===== config.mk =====
export PLATFORM = sky130hd
export DESIGN_NAME = fifo_param
export DESIGN_NICKNAME = d
export VERILOG_FILES = /design/src/rtl/fifo_pkg.sv /design/src/rtl/fifo_mem.sv /design/src/rtl/fifo_param.sv
export SDC_FILE = /design/constraint.sdc
export NUM_CORES = 1
export LEC_CHECK = 0
export ABC_AREA = 1
export CORE_ASPECT_RATIO = 1.25
export CORE_MARGIN = 2
export CORE_UTILIZATION = 55
export CTS_BUF_LIST = sky130_fd_sc_hd__clkbuf_16
export DETAILED_ROUTE_END_ITERATION = 12
export MAX_ROUTING_LAYER = met4
export PLACE_DENSITY = 0.75
export SETUP_SLACK_MARGIN = 0.15
export SLEW_MARGIN = 25
export SYNTH_ARGS = -nofsm -noshare
export SYNTH_HDL_FRONTEND = slang
export SYNTH_SLANG_ARGS = --single-unit

===== constraint.sdc =====
create_clock -name clk -period 4.9 [get_ports clk]
set_input_delay 0.49 -clock clk [delete_from_list [all_inputs] [get_ports clk]]
set_output_delay 0.49 -clock clk [all_outputs]
set_load 0.02 [all_outputs]

===== src/rtl/fifo_pkg.sv =====
// fifo_pkg: shared constants and helpers for the parametrised VC buffer FIFO.
//   clog2        - constant ceil(log2(n)) used to size pointers and the fill count
//   DEF_BW       - default data width
//   DEF_DEPTH    - default number of entries
//   DEF_AF_LEVEL - default almost-full level for VC buffers (DEPTH-1)
//   DEF_AE_LEVEL - default almost-empty level for VC buffers
package fifo_pkg;

   localparam int DEF_BW       = 6;
   localparam int DEF_DEPTH    = 8;
   localparam int DEF_AF_LEVEL = DEF_DEPTH - 1;
   localparam int DEF_AE_LEVEL = 1;

   // Smallest r with 2**r >= n; returns 0 for n <= 1.
   function automatic int clog2(input int n);
      int r;
      int v;
      r = 0;
      v = n - 1;
      while (v > 0) begin
         r = r + 1;
         v = v >> 1;
      end
      return r;
   endfunction

endpackage


===== src/rtl/fifo_mem.sv =====
// fifo_mem: simple dual-port register array for the FIFO.
//   clk      - clock, rising edge
//   reset    - asynchronous active-high reset (read register only; array is not reset)
//   wr_en    - write strobe, writes wr_data to wr_addr at the clock edge
//   wr_addr  - write address
//   wr_data  - write data
//   rd_en    - read strobe, loads rd_data from rd_addr at the clock edge
//   rd_addr  - read address
//   rd_data  - registered read data, holds its value when rd_en is low
module fifo_mem
   import fifo_pkg::*;
#(
   parameter int BW     = DEF_BW,
   parameter int DEPTH  = DEF_DEPTH,
   parameter int ADDR_W = clog2(DEPTH)
)(
   input  logic              clk,
   input  logic              reset,
   input  logic              wr_en,
   input  logic [ADDR_W-1:0] wr_addr,
   input  logic [BW-1:0]     wr_data,
   input  logic              rd_en,
   input  logic [ADDR_W-1:0] rd_addr,
   output logic [BW-1:0]     rd_data
);

   logic [BW-1:0] mem [DEPTH];

   always_ff @(posedge clk) begin
      if (wr_en) begin
         mem[wr_addr] <= wr_data;
      end
   end

   // ---- stage p1: registered read port ----
   // A word written at the same edge is not visible here until the next edge.
   always_ff @(posedge clk or posedge reset) begin
      if (reset) begin
         rd_data <= '0;
      end else if (rd_en) begin
         rd_data <= mem[rd_addr];
      end
   end

endmodule


===== src/rtl/fifo_param.sv =====
// fifo_param: parametrised synchronous FIFO for the per-VC buffer.
//   clk               - clock, rising edge
//   reset             - asynchronous active-high reset
//   fifo_wr           - write request, fifo_data_in - write data
//   fifo_rd           - read request
//   af_level/ae_level - almost-full / almost-empty thresholds
//   err_clr           - clears the sticky overrun/underrun flags
//   fifo_data_out     - registered read data, fifo_data_valid - popped last cycle
//   fifo_fill         - occupancy; fifo_full/fifo_empty/fifo_almost_* - level flags
//   overrun/underrun  - sticky rejected write/read, error_output - either flag
module fifo_param
   import fifo_pkg::*;
#(
   parameter int BW     = DEF_BW,
   parameter int DEPTH  = DEF_DEPTH,
   parameter int ADDR_W = clog2(DEPTH),
   parameter int CNT_W  = clog2(DEPTH + 1)
)(
   input  logic             clk,
   input  logic             reset,
   input  logic             fifo_wr,
   input  logic [BW-1:0]    fifo_data_in,
   input  logic             fifo_rd,
   input  logic [CNT_W-1:0] af_level,
   input  logic [CNT_W-1:0] ae_level,
   input  logic             err_clr,
   output logic [BW-1:0]    fifo_data_out,
   output logic             fifo_data_valid,
   output logic [CNT_W-1:0] fifo_fill,
   output logic             fifo_full,
   output logic             fifo_empty,
   output logic             fifo_almost_full,
   output logic             fifo_almost_empty,
   output logic             overrun,
   output logic             underrun,
   output logic             error_output
);

   logic [ADDR_W-1:0] wr_ptr;
   logic [ADDR_W-1:0] rd_ptr;
   logic [CNT_W-1:0]  fill;
   logic              rd_ok;
   logic              wr_ok;
   logic              rd_vld_p1;

   // DEPTH need not be a power of two, so the wrap is an explicit compare.
   function automatic logic [ADDR_W-1:0] ptr_next(input logic [ADDR_W-1:0] p);
      return (p == ADDR_W'(DEPTH - 1)) ? '0 : p + ADDR_W'(1);
   endfunction

   // ---- stage p0: acceptance and flags from registered fill ----
   assign fifo_full         = (fill == CNT_W'(DEPTH));
   assign fifo_empty        = (fill == '0);
   assign fifo_almost_full  = (fill >= af_level);
   assign fifo_almost_empty = (fill <= ae_level);
   assign fifo_fill         = fill;

   // A write into a full FIFO is still accepted when a read frees a slot at
   // the same edge; a read from an empty FIFO never sees the concurrent write.
   assign rd_ok = fifo_rd & ~fifo_empty;
   assign wr_ok = fifo_wr & (~fifo_full | fifo_rd);

   always_ff @(posedge clk or posedge reset) begin
      if (reset) begin
         wr_ptr    <= '0;
         rd_ptr    <= '0;
         fill      <= '0;
         rd_vld_p1 <= 1'b0;
         overrun   <= 1'b0;
         underrun  <= 1'b0;
      end else begin
         if (wr_ok) begin
            wr_ptr <= ptr_next(wr_ptr);
         end
         if (rd_ok) begin
            rd_ptr <= ptr_next(rd_ptr);
         end
         if (wr_ok && !rd_ok) begin
            fill <= fill + CNT_W'(1);
         end else if (rd_ok && !wr_ok) begin
            fill <= fill - CNT_W'(1);
         end
         rd_vld_p1 <= rd_ok;
         // New errors take priority over a same-cycle clear.
         overrun  <= (fifo_wr & ~wr_ok) | (overrun  & ~err_clr);
         underrun <= (fifo_rd & ~rd_ok) | (underrun & ~err_clr);
      end
   end

   fifo_mem #(
      .BW     (BW),
      .DEPTH  (DEPTH),
      .ADDR_W (ADDR_W)
   ) u_mem (
      .clk     (clk),
      .reset   (reset),
      .wr_en   (wr_ok),
      .wr_addr (wr_ptr),
      .wr_data (fifo_data_in),
      .rd_en   (rd_ok),
      .rd_addr (rd_ptr),
      .rd_data (fifo_data_out)
   );

   // ---- stage p1: read data and valid ----
   assign fifo_data_valid = rd_vld_p1;
   assign error_output    = overrun | underrun;

endmodule


==> run_results.csv <==
group,metric,value,unit
clock_network,cts_resized,0,
floorplanning,design.core.area,5780,um^2
synthesis,syn_area,3260,um^2
sta,setup_slack,2.20,ns
setup_path,required,4.41,ns
setup_path,critical-path-slowest-cell,"clkdlybuf4s50_1",
setup_path,critPathCaptureType,"output pin",
grt,antenna_found_initial,0,
floorplanning,initial_core_util,0.565,
clock_network,cts_setup_buffers,0,
setup_path,cp_max_fo,2,
clock_network,cts.sinks,67,
setup_path,timing.rr.end,"fifo_fill[3]$_DFFE_PP0P_",
synthesis,yosysMostFrequentCell,"nand2_1",
setup_path,reg2reg_from,"fifo_fill[1]$_DFFE_PP0P_",
pwr,p_leak,1.81,nW
final_layout,final_area,3900,um^2
clock_network,numCtsBuffers,9,
place,placed_area,3640,um^2
drt,ant_nets,0,
flow_run,max-cap-violations,0,
synthesis,async_flop_share,0.284,
setup_path,path_cells,"clkdlybuf4s50_1 -> inv_1 -> ha_1 -> a21oi_1 -> o21ai_0 -> o21ai_0 -> clkdlybuf4s50_1",
synthesis,synthFlopType,"edfxtp_1",
clock_network,clk_latency,0.32,ns
place,gp_congestion,0.872,
place,place_ws,2.18,ns
synthesis,syn-num-nets,369,
sta,tightest_slew,0.865,ns
sta,slew_violations,0,
sta,max-slew-margin-rel,0.423,
sta,post-route-period-util,0.551,
grt,overflow,0,
synthesis,synth_top_cell_by_area,"edfxtp_1",
sta,finalSetupViolCount,0,
setup_path,cp.arrival,2.21,ns
synthesis,synth_edf_count,48,
grt,grt_use_total,0.212,
sta,whs,0.488,ns
synthesis,synth_seq_cells,67,
setup_path,cp_slowest_stage_delay,0.63,ns
setup_path,reg2reg_slack,2.64,ns
synthesis,synthCells,334,
hold_path,hp-class,"reg -> reg",
final_layout,utilization,0.675,
place,place_hpwl,4.33,mm
sta,clock_skew,0.00471,ns
drt,vias,2284,
clock_network,h-tree-depth,3,
setup_path,r2r_cells,12,
synthesis,synth_top_area_share,0.442,
hold_path,min-delay-start,"u_mem.rd_data[2]$_DFFE_PP0P_",
grt,grt_max_degree,28,
sta,hold_violations,0,
sta,rsz0062_at_grt,"no",
synthesis,synth_area_per_cell,9.77,um^2
synthesis,synth_commonest_cells,"99 x nand2_1, 61 x inv_1, 48 x edfxtp_1, 34 x nand3_1, 19 x dfrtp_1",
run_status,status,"complete, no violations",
final_layout,layout-drive-gt1-share,0.0873,
hold_path,whs_endpoint,"u_mem.rd_data[2]$_DFFE_PP0P_",
clock_network,clockBufferDepth,2,
floorplanning,rows,31,
clock_network,clk_pin_slew,0.05,ns
sta,fmax,370,MHz
synthesis,ys_seq_area_frac,0.587,
sta,layout_min_cycle_time,2.70,ns
drt,avgRoutedWirePerCell,14.0,um
place,portBuffers,36,
floorplanning,die_y,90.1,um
synthesis,ys_top_cells_by_area,"edfxtp_1 44%, dfrtp_1 15%, nand2_1 11%",
setup_path,startpoint_type,"input pin",
pwr,power.density,593,nW/um^2
clock_network,cts_root_buffer,"clkbuf_16",
clock_network,cts_tree,"built",
setup_path,critical_path_class,"in -> out",
floorplanning,die_area,6570,um^2
final_layout,synthToLayoutAreaGrowth,19.5,%
clock_network,postCtsHoldBufs,0,
floorplanning,die_w,72.9,um
drt,drcViolationCount,0,
setup_path,cp_top_family,"buffers and inverters",
grt,grt_pass1_vias,2222,
grt,grt_pass1_wl,10.0,mm
pwr,ir_drop,0.379,mV
synthesis,yosysWarningCount,0,
drt,routed_wl,6.21,mm
floorplanning,ios,37,
drt,via_per_inst,5.14,
hold_path,min_path_cells,2,
final_layout,nNetsFinal,408,
sta,setup_tns,0,ns
synthesis,synth.distinct_cells,26,
drt,drt_iter0_markers,143,
setup_path,path_buf_inv,3,
drt,dr.pass1.iters,5,
final_layout,diodes,0,
==> state kept, by name, indices dropped and copies added (netlist names) <==
signal	count
u_mem.rd_data	6
u_mem.mem	48
fifo_data_valid	1
wr_ptr	3
rd_ptr	3
fifo_fill	4
underrun	1
overrun	1
==> through the flow <==
step	cells	power, mW
2_1_floorplan	334	1.50
3_3_place_gp	428	1.76
3_5_place_dp	428	1.78
4_1_cts	444	2.33
5_1_grt	444	2.48
6_report	444	2.31
==> worst register-to-register path, cell delays in order, from the launching register on <==
cell,delay (ns)
dfrtp_1,0.48
nor2_2,0.18
nand4_1,0.09
nand2_1,0.16
inv_1,0.12
ha_1,0.21
inv_1,0.13
ha_1,0.27
or2_2,0.29
nand3_1,0.08
nand2_1,0.05
nand2_1,0.05
nand2_1,0.05
==> cell families (layout without fill, tap and decap cells) <==
group | Yosys count | in the layout | synth area share
adders and majority gates | 16 | 16 | 0.0637
DFF | 67 | 67 | 0.587
buffers and inverters | 71 | 115 | 0.0920
AOI/OAI and AO/OA | 15 | 15 | 0.0276
xor gates and xnor gates | 2 | 2 | 0.00537
and+or+nand+nor | 163 | 163 | 0.224
==> placed cells by master (no fill, tap or decap), drive strengths merged, types with 3 or more instances in the layout <==
cell / Yosys / routed
o21ai: 10 / 10
edfxtp: 48 / 48
inv: 63 / 66
ha: 15 / 15
clkbuf: 0 / 9
nand3: 41 / 41
a21oi: 3 / 3
nor2: 13 / 13
dfrtp: 19 / 19
clkinv: 0 / 4
nand2: 106 / 106
clkdlybuf4s50: 0 / 36
==> area by class of cell <==
type	count	area (um^2)
clock inverters	7	30.0
well taps	66	82.6
repair buffers	36	360
fillers	440	1880
inverters	63	239
flip-flops and latches	67	1920
clock buffers	9	225
multi-input cells	196	1050
==> worst max path at each step <==
stage                             startpoint                       end  slack [ns]  cells after the start
floorplan           fifo_fill[0]$_DFFE_PP0P_  fifo_fill[3]$_DFFE_PP0P_        2.75                     12
global placement                 ae_level[3]         fifo_almost_empty        2.24                      7
detailed placement               ae_level[3]         fifo_almost_empty        2.18                      7
CTS                              ae_level[3]         fifo_almost_empty        2.18                      7
global route                     ae_level[1]         fifo_almost_empty        2.11                      7
finish                           ae_level[3]         fifo_almost_empty        2.20                      7
==> power by group <==
part,total [mW],internal [mW],switching [mW]
combinational,0.890,0.367,0.522
sequential,0.883,0.739,0.143
clock,0.542,0.331,0.211
total,2.31,1.44,0.877
==> routing by layer <==
metal  up-vias  routed length [um]  track usage
met5         -                   0            -
met4         0                 158       0.0941
met2        62                3200        0.354
met3        16                 291       0.0594
li1       1148                   -            -
met1      1058                2550        0.230
(Power assumes the default switching activity.)
